File: config.mk
export PLATFORM = sky130hd
export DESIGN_NAME = mac_array_sequencer
export DESIGN_NICKNAME = d
export VERILOG_FILES = /design/src/rtl/mac_seq_pkg.sv /design/src/rtl/skew_line.sv /design/src/rtl/mac_array_sequencer.sv
export SDC_FILE = /design/constraint.sdc
export NUM_CORES = 1
export LEC_CHECK = 0
export CAP_MARGIN = 20
export CORE_MARGIN = 10
export CORE_UTILIZATION = 41
export CTS_CLUSTER_SIZE = 16
export DETAILED_ROUTE_END_ITERATION = 12
export PLACE_DENSITY_LB_ADDON = 0.2
export SYNTH_ARGS = -nofsm -noshare
export SYNTH_HDL_FRONTEND = slang
export SYNTH_SLANG_ARGS = --single-unit
File: constraint.sdc
create_clock -name clk -period 1.51 [get_ports clk]
set_input_delay 0.453 -clock clk [delete_from_list [all_inputs] [get_ports clk]]
set_output_delay 0.453 -clock clk [all_outputs]
set_load 0.02 [all_outputs]
File: src/rtl/mac_seq_pkg.sv
// rtl/mac_seq_pkg.sv - shared state encoding and defaults for the MAC array job sequencer
package mac_seq_pkg;

  localparam int DEF_N_MACS = 4;
  localparam int DEF_ACC_W  = 16;
  localparam int DEF_LEN_W  = 8;

  localparam int SEQ_TIMEOUT_CYCLES = 255;

  typedef enum logic [2:0] {
    S_IDLE,
    S_CLEAR,
    S_FEED,
    S_DRAIN,
    S_DONE
  } seq_state_t;

endpackage

File: src/rtl/skew_line.sv
// rtl/skew_line.sv - per-column valid shift register that tracks the a_in wavefront
module skew_line
  import mac_seq_pkg::*;
#(
  parameter int N_MACS = DEF_N_MACS
) (
  input  logic              clk,
  input  logic              clear,
  input  logic              shift_in,
  output logic [N_MACS-1:0] bits
);

  // Bit i marks the sample currently sitting at column i of the array.
  always_ff @(posedge clk) begin
    if (clear) begin
      bits <= '0;
    end else begin
      bits <= (bits << 1) | N_MACS'(shift_in);
    end
  end

endmodule

File: src/rtl/mac_array_sequencer.sv
// rtl/mac_array_sequencer.sv - clears, feeds and drains one dot-product job through mac_array
// Optional FEED idle timeout with sticky err is enabled by SEQ_TIMEOUT_EN.
module mac_array_sequencer
  import mac_seq_pkg::*;
#(
  parameter int N_MACS = DEF_N_MACS,
  parameter int ACC_W  = DEF_ACC_W,
  parameter int LEN_W  = DEF_LEN_W
) (
  input  logic              clk,
  input  logic              rst,
  input  logic              start,
  input  logic [LEN_W-1:0]  len,
  input  logic              a_valid,
  input  logic [ACC_W-1:0]  a_data,
  output logic              a_ready,
  output logic [ACC_W-1:0]  arr_a_in,
  output logic [N_MACS-1:0] arr_valid,
  output logic [N_MACS-1:0] arr_clear,
  input  logic [N_MACS-1:0] arr_valid_out,
  output logic              busy,
  output logic              done,
  output logic              err
);

  seq_state_t        state;
  logic [LEN_W-1:0]  len_q;
  logic [LEN_W-1:0]  cnt;
  logic [N_MACS-1:0] skew;
  logic              hs;
  logic              timeout;
  logic              unused_valid_out;

  // a_ready is only ever set in FEED, so it alone qualifies the handshake.
  assign hs               = a_valid & a_ready;
  assign arr_valid        = skew;
  assign unused_valid_out = ^arr_valid_out;

  skew_line #(.N_MACS(N_MACS)) u_skew (
    .clk      (clk),
    .clear    (rst),
    .shift_in (hs),
    .bits     (skew)
  );

`ifdef SEQ_TIMEOUT_EN
  logic [7:0] idle_cnt;

  assign timeout = (state == S_FEED) && !hs && (idle_cnt == 8'(SEQ_TIMEOUT_CYCLES));

  always_ff @(posedge clk) begin
    if (rst || state != S_FEED || hs) begin
      idle_cnt <= '0;
    end else if (idle_cnt != 8'(SEQ_TIMEOUT_CYCLES)) begin
      idle_cnt <= idle_cnt + 8'd1;
    end
  end

  always_ff @(posedge clk) begin
    if (rst) begin
      err <= 1'b0;
    end else if (state == S_IDLE && start) begin
      err <= 1'b0;
    end else if (timeout) begin
      err <= 1'b1;
    end
  end
`else
  assign timeout = 1'b0;
  assign err     = 1'b0;
`endif

  always_ff @(posedge clk) begin
    if (rst) begin
      state     <= S_IDLE;
      len_q     <= '0;
      cnt       <= '0;
      arr_a_in  <= '0;
      arr_clear <= '0;
      a_ready   <= 1'b0;
      busy      <= 1'b0;
      done      <= 1'b0;
    end else begin
      arr_clear <= '0;
      done      <= 1'b0;
      if (hs) begin
        arr_a_in <= a_data;
      end
      unique case (state)
        S_IDLE: begin
          if (start) begin
            len_q     <= len;
            cnt       <= '0;
            arr_clear <= '1;
            busy      <= 1'b1;
            state     <= S_CLEAR;
          end
        end
        S_CLEAR: begin
          if (len_q == '0) begin
            done  <= 1'b1;
            state <= S_DONE;
          end else begin
            a_ready <= 1'b1;
            state   <= S_FEED;
          end
        end
        S_FEED: begin
          if (hs) begin
            cnt <= cnt + LEN_W'(1);
          end
          // Comparing against len-1 keeps cnt from ever wrapping at len = 2^LEN_W-1.
          if ((hs && cnt == len_q - LEN_W'(1)) || timeout) begin
            a_ready <= 1'b0;
            state   <= S_DRAIN;
          end
        end
        S_DRAIN: begin
          if (skew == '0) begin
            done  <= 1'b1;
            state <= S_DONE;
          end
        end
        S_DONE: begin
          busy  <= 1'b0;
          state <= S_IDLE;
        end
        default: state <= S_IDLE;
      endcase
    end
  end

endmodule

==> results.json <==
{
  "cp-start-kind": "flip-flop",
  "synth-edff-count": 0,
  "nets": 325,
  "synth_top_area_cell": "dfxtp_1",
  "synth.area.top_cells": "dfxtp_1 46%, nand2_1 9.9%, a21oi_1 7.5%",
  "yosysMostFrequentCell": "nand2_1",
  "via_per_inst": 4.92,
  "ios": 60,
  "antenna_cells": 0,
  "preCtsSetupSlack_ns": -0.545,
  "worst_hold_slack_ns": 0.453,
  "fin_ws_ns": -0.211,
  "die_width_um": 87.3,
  "worstSetupStartpoint": "len_q[1]",
  "yosysSeqAreaShare_pct": 46.3,
  "min-delay-start": "arr_a_in[9]",
  "synth_nets": 249,
  "drt-total-wl_um": 4970,
  "fp-row-count": 24,
  "syn_area_um2": 1860,
  "area_delta_synth_final_pct": 48.3,
  "wl_per_cell_um": 14.4,
  "finalSetupViolCount": 3,
  "total_power_mw": 2.63,
  "grt_max_degree": 24,
  "syn_area_per_cell_um2": 8.65,
  "final_cells": 344,
  "cap_viol_max_count": 0,
  "fin_skew_ns": 0.00839,
  "synth_top_flop_cell": "dfxtp_1",
  "fin_crit_sh_pct": 114,
  "synth_common_cells": "49 x nand2_1, 43 x dfxtp_1, 28 x a21oi_1",
  "drt_pass1_iterations": 4,
  "dpl.cell_count": 334,
  "numCtsBuffers": 5,
  "initial_core_util_pct": 42.4,
  "final_core_util_pct": 62.9,
  "cts_tree": "done",
  "overflow": 0,
  "drc": 0,
  "arrival_ns": 1.90,
  "fin_crit_ns": 1.72,
  "cts_hold_buf": 0,
  "violations": "setup timing",
  "ys_types": 36,
  "grt_pass1_vias": 1650,
  "fmax_mhz": 581,
  "grt_use_total_pct": 12.8,
  "place_hpwl_um": 3640,
  "seqCellArea_um2": 865,
  "synth_warnings": 0,
  "power_leakage_nw": 1.15,
  "die_area_um2": 7630,
  "htree_levels": 2,
  "post_dp_cell_area_um2": 2600,
  "fillers": 384,
  "finalSetupTns_ns": -0.299,
  "cts_buffer_depth": 2,
  "die_h_um": 87.3,
  "powerDensity_nw_per_um2": 954,
  "clock_sinks": 43,
  "core_area_um2": 4380,
  "outcome": "finished, violations left",
  "io_buffer_count": 54,
  "rsz0062_at_grt": "yes",
  "crit_required_ns": 1.68,
  "hp-class": "flip-flop to flip-flop",
  "slew_violations": 0,
  "vdd_drop_max_uv": 504,
  "drtIter0Drc": 66,
  "synth_top_area_share_pct": 46.3,
  "synth_cells": 215,
  "antenna_found_initial": 0,
  "path_class": "flip-flop to flip-flop",
  "finalInstanceArea_um2": 2760,
  "gp_congestion": 0.830,
  "clkTransAtPathRegs_ns": 0.09,
  "multi_input_area_um2": 1000,
  "cts-root-buf": "clkbuf_8",
  "drive_above_1_share_pct": 20.2,
  "timing.rr.start": "len_q[1]",
  "clock_latency_ns": 0.30,
  "path_max_fanout": 2,
  "finalHoldViolCount": 0,
  "async_flop_share_pct": 0,
  "ys_ff_latch": 43,
  "vias": 1692,
  "final_antenna_net_count": 0,
  "cp-end-kind": "flip-flop",
  "grt_pass1_wl_um": 7910
}
[state kept, by name (all words and copies together) (netlist names)]
| signal | flops |
|---|---|
| done | 1 |
| busy | 1 |
| len_q | 8 |
| arr_a_in | 16 |
| state | 3 |
| a_ready | 1 |
| arr_clear | 1 |
| cnt | 8 |
| u_skew.bits | 4 |
[repair_timing]
item | CTS | global route
buffers inserted | 1 | 1
setup endpoints to repair | 37 | 10
pin swaps | 1 | 5
gates resized for setup | 35 | 13
[cell type report]
type                       count  share of cell area, %
inverter                       3                  0.409
clock buffer                   6                   2.63
multi-input combinational    156                   36.3
clock inverter                 2                  0.454
timing repair buffer          82                   26.5
sequential                    43                   31.4
tap                           52                   2.36
[critical path, stage by stage (launching register included)]
cell and delay (ns):
dfxtp_2 0.34, inv_2 0.05, ha_4 0.25, xnor2_4 0.14, nor4_4 0.27, nand3_2 0.13
o41ai_2 0.32, a21oi_1 0.10
[cells in the final DEF, fill, tap and decap left out, types with 2 or more instances in the layout]
cell / count
nand2_1: 49
dfxtp_1: 40
a21oi_1: 28
dlygate4sd2_1: 27
buf_4: 27
clkdlybuf4s50_1: 25
nor2_1: 13
xor2_1: 11
nand3_1: 7
xnor2_1: 7
clkbuf_8: 5
nor3_2: 3
nand2b_1: 3
nor2b_1: 3
nor3b_1: 3
dfxtp_2: 3
inv_2: 2
nand3b_1: 2
nand4_1: 2
[worst paths after layout]
kind / slack, ns / to / cells past startpoint
setup / recovery: -0.21 / a_ready / 7
hold / removal: 0.45 / arr_a_in[9] / 2
setup reg to reg: -0.21 / a_ready / 7
hold reg to reg: 0.45 / arr_a_in[9] / 2
[per-layer routing]
metal  up-vias  track usage (%)  share of wire, %
met1       789             14.8                41
met2        34             21.3                52
met4         0             5.36               1.9
met3        10             3.84               4.5
li1        859                -                 -
met5         -                0                 0
[power by group]
part | switching [mW] | internal (mW) | leakage, nW
registers | 0.0554 | 1.20 | 0.351
logic | 0.332 | 0.319 | 0.760
clock network | 0.401 | 0.324 | 0.0412
[cell families after synthesis]
logic type | Yosys count | share of synthesized area [%]
AOI/OAI and AO/OA | 37 | 13.3
xor gates and xnor gates | 20 | 9.42
adders and majority gates | 2 | 1.35
buffers and inverters | 16 | 4.37
DFF | 43 | 46.3
muxes | 1 | 0.606
other | 1 | 0.202
and+or+nand+nor | 95 | 24.5
Power figures use the tool's default switching activity.
